## config.mk

```make
export PLATFORM = sky130hd
export DESIGN_NAME = sound_sequencer
export DESIGN_NICKNAME = d
export VERILOG_FILES = /design/src/rtl/sound_sequencer.sv
export SDC_FILE = /design/constraint.sdc
export NUM_CORES = 1
export LEC_CHECK = 0
export ABC_AREA = 1
export CORE_MARGIN = 8
export CORE_UTILIZATION = 29
export DETAILED_ROUTE_END_ITERATION = 16
export PLACE_DENSITY = 0.55
export SYNTH_ARGS = -nofsm -noshare
export SYNTH_HDL_FRONTEND = slang
export SYNTH_SLANG_ARGS = --single-unit
```

## constraint.sdc

```tcl
create_clock -name clk -period 3.2 [get_ports clk]
set_input_delay 0.64 -clock clk [delete_from_list [all_inputs] [get_ports clk]]
set_output_delay 0.64 -clock clk [all_outputs]
set_load 0.03 [all_outputs]
```

## src/rtl/sound_sequencer.sv

```systemverilog
// rtl/sound_sequencer.sv - multi-sound square-wave player with priority pre-emption
//
// Plays one of NUM_SOUNDS pitch-period tables from an external ROM as a
// square wave on a single speaker pin. A lower sound index has higher
// priority. An accepted trigger pre-empts or restarts the current sound.
// Optional portamento is enabled by defining GLIDE_EN.
//
// Ports:
//   clk, reset    system clock; synchronous active-high reset
//   trig          one-cycle start pulse per sound
//   loop_en       per sound: 1 = play REPEAT times, 0 = play once
//   len_table     last valid ROM address per sound (slice i = sound i)
//   stop          abort the current sound; no sound_done is produced
//   rom_sel       sound index presented to the ROM
//   rom_addr      word address presented to the ROM
//   rom_data      period word, valid one cycle after rom_sel/rom_addr change
//   speaker       square-wave output
//   busy          a sound is loading or playing
//   active_id     sound currently loading or playing
//   sound_start   one-cycle pulse when a trigger is accepted
//   sound_done    one-cycle pulse when a sound completes naturally
module sound_sequencer #(
  parameter int CLK_DIV    = 4535,
  parameter int NUM_SOUNDS = 8,
  parameter int ADDR_W     = 12,
  parameter int PERIOD_W   = 12,
  parameter int REPEAT     = 4,
  parameter int MIN_P      = 11,
  parameter int MAX_P      = 510
`ifdef GLIDE_EN
  , parameter int GLIDE_SHIFT = 3
`endif
) (
  input  logic                           clk,
  input  logic                           reset,
  input  logic [NUM_SOUNDS-1:0]          trig,
  input  logic [NUM_SOUNDS-1:0]          loop_en,
  input  logic [NUM_SOUNDS*ADDR_W-1:0]   len_table,
  input  logic                           stop,
  output logic [$clog2(NUM_SOUNDS)-1:0]  rom_sel,
  output logic [ADDR_W-1:0]              rom_addr,
  input  logic [PERIOD_W-1:0]            rom_data,
  output logic                           speaker,
  output logic                           busy,
  output logic [$clog2(NUM_SOUNDS)-1:0]  active_id,
  output logic                           sound_start,
  output logic                           sound_done
);

  localparam int ID_W = $clog2(NUM_SOUNDS);
  localparam int TW   = (CLK_DIV > 1) ? $clog2(CLK_DIV) : 1;
  localparam int LW   = (REPEAT > 1) ? $clog2(REPEAT) : 1;

  typedef enum logic [1:0] {IDLE, LOAD, PLAY} state_t;

  state_t              state, state_next;
  logic [TW-1:0]       tick_cnt;
  logic [PERIOD_W-1:0] half_cnt;
  logic [LW-1:0]       loop_cnt;
  logic [PERIOD_W-1:0] p;
  logic [ADDR_W-1:0]   cur_len;
  logic [ID_W-1:0]     winner;
  logic tick, accept, play_tick, word_end, in_window, at_end, can_loop, finish;

  assign tick      = (tick_cnt == TW'(CLK_DIV - 1));
  assign cur_len   = len_table[active_id*ADDR_W +: ADDR_W];
  assign busy      = (state != IDLE);
  assign rom_sel   = active_id;

`ifdef GLIDE_EN
  // eff_p slews one step toward rom_data each time the chosen tick_cnt bit
  // changes, giving a portamento between consecutive notes.
  logic [PERIOD_W-1:0] eff_p;
  logic                glide_prev;
  logic [31:0]         tick_ext;
  logic                glide_step;

  assign tick_ext   = 32'(tick_cnt);
  assign glide_step = (tick_ext[GLIDE_SHIFT] != glide_prev);
  assign p          = eff_p;

  always_ff @(posedge clk) begin
    if (reset) begin
      eff_p      <= '0;
      glide_prev <= 1'b0;
    end else begin
      glide_prev <= tick_ext[GLIDE_SHIFT];
      if (state == LOAD)
        eff_p <= rom_data;
      else if (glide_step && eff_p < rom_data)
        eff_p <= eff_p + 1'b1;
      else if (glide_step && eff_p > rom_data)
        eff_p <= eff_p - 1'b1;
    end
  end
`else
  assign p = rom_data;
`endif

  // Lowest set trigger index wins.
  always_comb begin
    winner = '0;
    for (int i = NUM_SOUNDS - 1; i >= 0; i--)
      if (trig[i]) winner = ID_W'(i);
  end

  always_comb begin
    accept     = (|trig) && (state == IDLE || winner <= active_id);
    play_tick  = (state == PLAY) && tick;
    word_end   = play_tick && !(half_cnt < p);
    in_window  = (p >= PERIOD_W'(MIN_P)) && (p <= PERIOD_W'(MAX_P));
    at_end     = !(rom_addr < cur_len);
    can_loop   = loop_en[active_id] && (loop_cnt < LW'(REPEAT - 1));
    finish     = word_end && at_end && !can_loop;
    state_next = state;
    if (stop)
      state_next = IDLE;
    else if (accept)
      state_next = LOAD;
    else begin
      case (state)
        LOAD:    state_next = PLAY;
        PLAY:    if (finish) state_next = IDLE;
        default: state_next = state;
      endcase
    end
  end

  always_ff @(posedge clk) begin
    if (reset) state <= IDLE;
    else       state <= state_next;
  end

  always_ff @(posedge clk) begin
    if (reset) begin
      tick_cnt    <= '0;
      active_id   <= '0;
      rom_addr    <= '0;
      half_cnt    <= '0;
      loop_cnt    <= '0;
      speaker     <= 1'b0;
      sound_start <= 1'b0;
      sound_done  <= 1'b0;
    end else begin
      tick_cnt    <= tick ? '0 : tick_cnt + 1'b1;
      sound_start <= 1'b0;
      sound_done  <= 1'b0;
      if (stop) begin
        speaker <= 1'b0;
      end else if (accept) begin
        active_id   <= winner;
        rom_addr    <= '0;
        half_cnt    <= '0;
        loop_cnt    <= '0;
        speaker     <= 1'b0;
        sound_start <= 1'b1;
        // A sound finishing on the same cycle still reports completion.
        sound_done  <= finish;
      end else if (play_tick) begin
        if (!word_end) begin
          half_cnt <= half_cnt + 1'b1;
        end else begin
          half_cnt <= '0;
          if (finish) begin
            speaker    <= 1'b0;
            sound_done <= 1'b1;
          end else begin
            if (in_window) speaker <= ~speaker;
            if (!at_end) begin
              rom_addr <= rom_addr + 1'b1;
            end else begin
              rom_addr <= '0;
              loop_cnt <= loop_cnt + 1'b1;
            end
          end
        end
      end
    end
  end

endmodule

```

==> impl_metrics.ini, run 1 <==
[power_and_ir_drop]
leakage_nw = 2.38
max-vdd-ir-drop_uv = 184
p_per_area_nw_per_um2 = 311

[synthesis]
syn_nets = 785
synth-main-ff-cell = dfxtp_1
synth_edf_count = 0
synth_most_common_cell = nor2_1
synthTopCellsByArea = dfxtp_1 24%, nor2_1 11%, o21ai_0 9.9%
yosysWarnings = 0
synthArstFlopShare = 0
synth_top_area_share = 0.237
synth_common_cells = 112 x nor2_1, 87 x nand2_1, 78 x o21ai_0, 63 x inv_1, 47 x dfxtp_1
synth_area_sq_um = 3960
avgSynthCellArea_sq_um = 6.31
synth-seq-cells = 47
synth_top_area_cell = dfxtp_1
syn_inst = 628
synthDistinctLibCells = 38
ys_seq_area_frac = 0.237

[min_path]
hold_class = flop to flop
worstHoldStart = tick_cnt[0]
hold_path_end = tick_cnt[0]
holdPathStages = 1

[drt]
antenna_left = 0
drt_iter0_markers = 224
viasPerCell = 4.97
drc_errors = 0
finalWirelength_mm = 14.6
drtPass1Iterations = 5
routed-via-count = 4719
wire_per_inst_um = 15.3

[run_status]
outcome = finished clean

[worst_setup_path]
worstPathMaxFanout = 10
ff2ff_path_depth = 16
cp.arrival_ns = 3.10
regToRegStartpoint = active_id[1]
cp-end-kind = flop
crit_slowest_cell = clkdlybuf4s50_1
path_cells = clkdlybuf4s50_1 -> nor4_2 -> inv_1 -> nor2_1 -> ha_1 -> a21oi_1 -> o21ai_0 -> nand3_1 -> nand2_4 -> nand2_1 -> inv_2 -> nor2_4 -> buf_4 -> nand3_1 -> nand2_1 -> nor2_1
reg2reg_setup_slack_ns = 0.40
max_stage_delay_ns = 0.45
path_delay_family = simple AND/OR/NAND/NOR gates
path_class = input port to flop
r2r_end = loop_cnt[1]
worst-path-buf-inv = 4
worstPathRequired_ns = 3.39
start_kind = input port

[placement]
gp_congestion = 0.821
dpl_worst_slack_ns = 0.00322
placed_cell_area_sq_um = 5670
io_buffers = 148
hpwlAfterDp_mm = 11.5

[timing]
worstMarginPinSlew_ns = 0.400
fin_setup_tns_ns = 0
layout_setup_ws_ns = 0.283
slew_viol_final = 0
fin_crit_sh = 0.912
finalSetupViolations = 0
fin_crit_ns = 2.92
clock.fmax_ghz = 0.343
rsz0062_at_grt = false
worst_clock_skew_ns = 0.00707
hold_viol_final = 0
max_slew_margin = 0.731

[floorplan]
dieArea_sq_um = 17700
coreArea_sq_um = 13300
dieWidth_um = 133
start_util = 0.298
num_rows = 42
num_io_pins = 149
dieHeight_um = 133

[clock_tree]
cts_tree = built
numCtsBuffers = 5
post_cts_buffers = 0
htree_levels = 2
ctsResizeCount = 0
clk_latency_ns = 0.29
clkTransAtPathRegs_ns = 0.07
clock-sinks = 47
cts-root-buf = clkbuf_16
clk_path_buf_depth = 2
cts_hold_buf = 0

[grt]
antenna_found_initial = 0
grt_pass1_vias = 4583
grt_max_degree = 56
grt_overflow = 0
grt_pass1_wl_mm = 23.1
grt_use_total = 0.156

[layout]
fill_cells = 1364
layout-drive-gt1-share = 0.0673
seq_area_sq_um = 942
syn2layout_area_growth_pct = 46.9
final_area_sq_um = 5820
final_nets = 929
diodes = 0
multiInputGateArea_sq_um = 2600

[run]
drv_cap = 0
==> report_power, final <==
group / leakage, nW / switching [mW] / internal (mW)
sequential: 0.383 / 0.0333 / 0.609
combinational: 1.92 / 0.335 / 0.316
clock: 0.0675 / 0.227 / 0.293
total: 2.38 / 0.595 / 1.22
==> per-layer routing <==
layer	wire length, um	part of all wire	GRT usage
met1	6660	0.46	0.196
met2	6710	0.46	0.262
met3	1120	0.077	0.0375
met4	65	0.0045	0.0334
met5	0	0	0
==> logic make-up after synthesis <==
group	count (synthesis)	synth area share
AOI/OAI and AO/OA	147	0.204
xor gates and xnor gates	11	0.0243
adders and majority gates	30	0.0947
buffers and inverters	100	0.106
DFF	47	0.237
and+or+nand+nor	293	0.333
==> registers in the layout (all words and copies together) (netlist names) <==
name,count
rom_addr,12
loop_cnt,2
half_cnt,12
tick_cnt,13
state,2
active_id,3
sound_start,1
speaker,1
sound_done,1
==> worst reg2reg max path: stages (launching register included) <==
cell and delay (ns):
dfxtp_1 0.31, inv_1 0.23, buf_4 0.25, o21ai_0 0.10, o221ai_1 0.22, o21ai_0 0.17
ha_1 0.31, a21oi_1 0.15, o21ai_0 0.09, a21oi_1 0.13, buf_4 0.14, buf_4 0.17
nand3_1 0.09, nand2_1 0.06, inv_1 0.07, a21oi_1 0.13, nor2_1 0.06
==> through the flow <==
| stage | utilization | total power [mW] | hold slack, ns | cells |
|---|---|---|---|---|
| after global routing | 0.438 | 1.93 | 0.489 | 949 |
| after CTS | 0.438 | 1.84 | 0.469 | 949 |
| final | 0.438 | 1.81 | 0.465 | 949 |
| after floorplan | - | 0.998 | 0.430 | 628 |
| after global placement | 0.427 | 1.30 | 0.445 | 941 |
| after detailed placement | 0.427 | 1.31 | 0.452 | 941 |
==> worst max path at each step <==
stage	startpoint	to	slack (ns)	cells past startpoint
CTS	trig[3]	rom_addr[6]	0.32	16
floorplan	active_id[0]	rom_addr[2]	0.21	17
finish	trig[3]	rom_addr[6]	0.28	16
detailed placement	trig[3]	half_cnt[8]	0.003	17
global route	trig[3]	rom_addr[2]	0.02	16
global placement	trig[6]	half_cnt[11]	0.09	14
==> layout make-up <==
cell class              count  share of cell area
clock buffers               6              0.0221
well taps                 176              0.0378
multi-input cells         481               0.447
repair buffers            166               0.282
clock inverters             2             0.00279
flip-flops and latches     47               0.162
inverters                  71              0.0462
==> layout by cell type (no fill, tap or decap), types with 18 or more instances in the layout <==
cell type / count
a21oi_1: 38
ha_1: 30
nand2_1: 87
dfxtp_1: 46
clkdlybuf4s50_1: 148
o21ai_0: 78
nor2_1: 111
nand4_1: 18
inv_1: 63
nand3_1: 38
No activity file was read; power rests on OpenSTA's default activity.
==> run 2, diff against run 1 <==
CORE_UTILIZATION = 40   (was 29)
PLACE_DENSITY = 0.72   (was 0.55)
==> impl_metrics.ini, run 2 (same netlist as run 1, synthesis figures left out) <==
[run_status]
outcome = finished clean

[worst_setup_path]
worstPathMaxFanout = 12
path_cells = clkdlybuf4s50_1 -> nor2_1 -> o221ai_1 -> o21ai_0 -> ha_1 -> a21oi_1 -> o21ai_0 -> a21oi_1 -> buf_4 -> nand2_2 -> nand3_4 -> nand2_2 -> inv_2 -> nor2_1 -> nor2_1
reg2reg_setup_slack_ns = 0.34
cp.arrival_ns = 3.12
path_common_cell = nor2_1
max_stage_delay_ns = 0.48
path_class = input port to flop
crit_slowest_cell = clkdlybuf4s50_1
worstPathRequired_ns = 3.44
ff2ff_path_depth = 15
cp-end-kind = flop
start_kind = input port

[min_path]
hold_class = flop to flop
holdPathStages = 1

[timing]
finalSetupViolations = 0
rsz0062_at_grt = false
fin_setup_tns_ns = 0
clock.fmax_ghz = 0.347
hold_viol_final = 0
worst_clock_skew_ns = 0.00735
fin_crit_sh = 0.902
slew_viol_final = 0
max_slew_margin = 0.742
fin_crit_ns = 2.89
worstMarginPinSlew_ns = 0.383

[floorplan]
num_io_pins = 149
coreArea_sq_um = 9680
num_rows = 36
dieWidth_um = 116
dieArea_sq_um = 13300
dieHeight_um = 116
start_util = 0.409

[power_and_ir_drop]
power_mw = 1.63
leakage_nw = 2.34
max-vdd-ir-drop_uv = 298
p_per_area_nw_per_um2 = 286

[drt]
drtPass1Iterations = 5
viasPerCell = 5.24
finalWirelength_mm = 14.6
routed-via-count = 4735
drc_errors = 0
antenna_left = 0
drt_iter0_markers = 398
wire_per_inst_um = 16.2

[grt]
grt_overflow = 0
antenna_found_initial = 0
grt_pass1_wl_mm = 22.9
grt_pass1_vias = 4530
grt_use_total = 0.213
grt_max_degree = 55

[layout]
final_cell_mix = 148 x clkdlybuf4s50_1, 112 x nor2_1, 87 x nand2_1, 78 x o21ai_0, 63 x inv_1
fill_cells = 909
layout-drive-gt1-share = 0.0610
largest_registers = tick_cnt (13), half_cnt (12), rom_addr (12)
mostFrequentLayoutCell = clkdlybuf4s50_1
largest_register_ffs = 13
final_area_sq_um = 5700
seq_area_sq_um = 941
top_register = tick_cnt
final_cells = 903
fin_util = 0.588
final_nets = 928
multiInputGateArea_sq_um = 2600
diodes = 0
syn2layout_area_growth_pct = 43.8

[clock_tree]
clkTransAtPathRegs_ns = 0.08
post_cts_buffers = 0
clk_path_buf_depth = 2
ctsResizeCount = 0
clk_latency_ns = 0.30
htree_levels = 2
clock-sinks = 47
numCtsBuffers = 5
cts_hold_buf = 0
cts-root-buf = clkbuf_8
cts_tree = built

[placement]
io_buffers = 148
hpwlAfterDp_mm = 11.8
gp_congestion = 0.967
placed_cell_area_sq_um = 5620
dp.cells = 897

[run]
drv_cap = 0
-- run 2: cell count changes in the layout (fill, tap and decap cells not counted) --
cell,change
buf_4,-2
inv_6,-1
dfxtp_1,+1
nor2_1,+1
clkinvlp_4,-1
buf_12,+1
clkbuf_8,+5
nor2_2,-1
clkbuf_16,-5
dfxtp_2,-1
-- run 2: metal layers --
layer,up-vias,part of all wire,track usage
met5,-,0,0
met4,0,0.012,0.0447
met3,13,0.071,0.0360
met2,159,0.49,0.390
met1,2164,0.42,0.252
li1,2399,-,-
-- run 2: final cells by class --
| class | instances | area share |
|---|---|---|
| Multi-Input combinational cell | 481 | 0.457 |
| Timing Repair Buffer | 165 | 0.289 |
| Clock buffer | 6 | 0.0127 |
| Tap cell | 133 | 0.0292 |
| Sequential cell | 47 | 0.165 |
| Inverter | 71 | 0.0472 |
-- run 2: critical path, delay by kind of cell --
kind | cells | cell delay, ns
and+or+nand+nor | 6 | 0.46
adders and majority gates | 1 | 0.34
AOI/OAI and AO/OA | 5 | 0.84
buffers and inverters | 3 | 0.83
-- run 2: worst paths after layout --
kind / start / end
max: len_table[93] / rom_addr[2]
min: tick_cnt[0] / tick_cnt[0]
max reg2reg: active_id[0] / rom_addr[2]
min reg2reg: tick_cnt[0] / tick_cnt[0]
-- run 2: where the power goes --
group / internal (mW) / switching [mW]
Combinational: 0.317 / 0.336
Sequential: 0.608 / 0.0337
Clock: 0.146 / 0.190
-- run 2: per-stage QoR --
| stage | hold slack (ns) | setup slack [ns] |
|---|---|---|
| floorplan | 0.430 | 0.206 |
| global placement | 0.444 | 0.0820 |
| detailed placement | 0.456 | 0.00807 |
| CTS | 0.475 | 0.322 |
| global route | 0.489 | 0.0476 |
| finish | 0.476 | 0.315 |
==> run 3, diff against run 2 <==
ABC_AREA = unset   (was 1)
==> impl_metrics.ini, run 3 <==
[synthesis]
syn_nets = 590
avgSynthCellArea_sq_um = 9.08
syn_inst = 433
ys_seq_area_frac = 0.239
synth-main-ff-cell = dfxtp_1
synth_top_area_cell = dfxtp_1
synth-seq-cells = 47
synthArstFlopShare = 0
synth_most_common_cell = dfxtp_1
synth_common_cells = 47 x dfxtp_1, 37 x nor2_1, 33 x nand2_1, 30 x ha_1, 30 x inv_1
synthTopCellsByArea = dfxtp_1 24%, mux4_2 15%, ha_1 9.6%
synth_edf_count = 0
synth_top_area_share = 0.239
synthDistinctLibCells = 58
synth_area_sq_um = 3930
yosysWarnings = 0

[drt]
drt_iter0_markers = 213
drtPass1Iterations = 4
viasPerCell = 5.48
routed-via-count = 4123
wire_per_inst_um = 17.6
finalWirelength_mm = 13.2
antenna_left = 0
drc_errors = 0

[layout]
final_nets = 775
largest_register_ffs = 13
syn2layout_area_growth_pct = 61.0
final_cell_mix = 100 x clkdlybuf4s50_1, 48 x dlymetal6s2s_1, 45 x dfxtp_1, 43 x buf_4, 37 x nor2_1
fill_cells = 772
layout-drive-gt1-share = 0.212
multiInputGateArea_sq_um = 2930
mostFrequentLayoutCell = clkdlybuf4s50_1
largest_registers = tick_cnt (13), half_cnt (12), rom_addr (12)
seq_area_sq_um = 946
final_area_sq_um = 6330
diodes = 0
top_register = tick_cnt

[grt]
grt_use_total = 0.193
grt_pass1_wl_mm = 20.9
antenna_found_initial = 0
grt_max_degree = 21
grt_overflow = 0
grt_pass1_vias = 4336

[clock_tree]
cts-root-buf = clkbuf_8
numCtsBuffers = 5
clock-sinks = 47
cts_tree = built
cts_hold_buf = 0
clkTransAtPathRegs_ns = 0.09
clk_path_buf_depth = 2
clk_latency_ns = 0.31
htree_levels = 2

[worst_setup_path]
path_class = flop to flop
worstPathRequired_ns = 3.36
path_cells = buf_12 -> mux4_2 -> mux2i_1 -> ha_1 -> a21oi_1 -> o21ai_2 -> a211o_4 -> o211a_2 -> nor3_4 -> o311ai_0
worstPathMaxFanout = 7
worst-path-buf-inv = 1
path_delay_family = compound AO/OA/AOI/OAI gates
max_stage_delay_ns = 0.50
start_kind = flop
cp-end-kind = flop
regToRegStartpoint = active_id[0]
r2r_end = loop_cnt[1]
ff2ff_path_depth = 10
cp.arrival_ns = 3.28
crit_slowest_cell = mux4_2
reg2reg_setup_slack_ns = 0.08

[placement]
gp_congestion = 0.844
hpwlAfterDp_mm = 10.6
placed_cell_area_sq_um = 5890
io_buffers = 148

[power_and_ir_drop]
p_per_area_nw_per_um2 = 227
leakage_nw = 2.77
max-vdd-ir-drop_uv = 164

[timing]
fin_crit_sh = 0.975
worstMarginPinSlew_ns = 0.815
clock.fmax_ghz = 0.320
hold_viol_final = 0
fin_setup_tns_ns = 0
max_slew_margin = 0.455
worst_clock_skew_ns = 0.00859
fin_crit_ns = 3.12
hold_ws_ns = 0.486
finalSetupViolations = 0
slew_viol_final = 0

[floorplan]
dieHeight_um = 115
num_io_pins = 149
dieArea_sq_um = 13300
start_util = 0.408
coreArea_sq_um = 9640
num_rows = 36
dieWidth_um = 115

[run]
drv_cap = 0

[run_status]
outcome = finished clean

[min_path]
worstHoldStart = tick_cnt[0]
hold_class = flop to flop
hold_path_end = tick_cnt[0]
holdPathStages = 1
-- run 3: logic make-up (layout without fill, tap and decap cells) --
| logic type | after synthesis | count (layout) | share of synthesized area |
|---|---|---|---|
| flip-flops | 47 | 47 | 0.239 |
| AND/OR/NAND/NOR | 165 | 165 | 0.221 |
| AO/OA/AOI/OAI | 79 | 80 | 0.158 |
| buffers and inverters | 53 | 238 | 0.0589 |
| XOR/XNOR | 19 | 19 | 0.0423 |
| multiplexers | 40 | 40 | 0.185 |
| adder cells (fa/ha/maj) | 30 | 30 | 0.0955 |
-- run 3: cell type report --
type                       instances  share of cell area
sequential                        47               0.149
multi-input combinational        334               0.463
timing repair buffer             200               0.328
tap                              133              0.0263
inverter                          30              0.0178
clock inverter                     2             0.00237
clock buffer                       6              0.0131
-- run 3: power by group --
part           switching, mW  internal, mW
combinational          0.168         0.277
clock                  0.216         0.177
sequential           0.00920         0.591
total                  0.393          1.05
-- run 3: per-stage QoR --
stage | utilization | std cells | power, mW | worst slack [ns]
3_5_place_dp | 0.612 | 737 | 1.04 | -0.478
3_3_place_gp | 0.612 | 737 | 1.03 | -0.358
5_1_grt | 0.656 | 752 | 1.51 | -0.0645
2_1_floorplan | - | 433 | 0.800 | 0.000490
6_report | 0.656 | 752 | 1.44 | 0.0784
4_1_cts | 0.623 | 745 | 1.44 | 0.00843
-- run 3: what timing repair did --
action / 4_1_cts / 5_1_grt
pin swaps: 1 / 17
cloned: 0 / 2
endpoints found under the setup margin: 11 / 23
gates resized for setup: 6 / 83
endpoints found under the hold margin: 0 / 0
buffers inserted: 0 / 5
-- run 3: worst max-delay path by stage --
stage,from,endpoint,cells past startpoint
after CTS,trig[3],rom_addr[2],12
after global placement,len_table[43],rom_addr[9],10
after global routing,active_id[0],rom_addr[0],11
after detailed placement,len_table[19],rom_addr[9],10
after floorplan,active_id[0],rom_addr[6],12
final,active_id[0],loop_cnt[1],10
-- run 3: per-layer routing --
layer / GRT usage / vias to the layer above / wire [um]
met5: 0 / - / 0
met4: 0.0595 / 0 / 226
met3: 0.0730 / 18 / 1230
met2: 0.351 / 160 / 6690
met1: 0.201 / 1927 / 5100
li1: - / 2018 / -
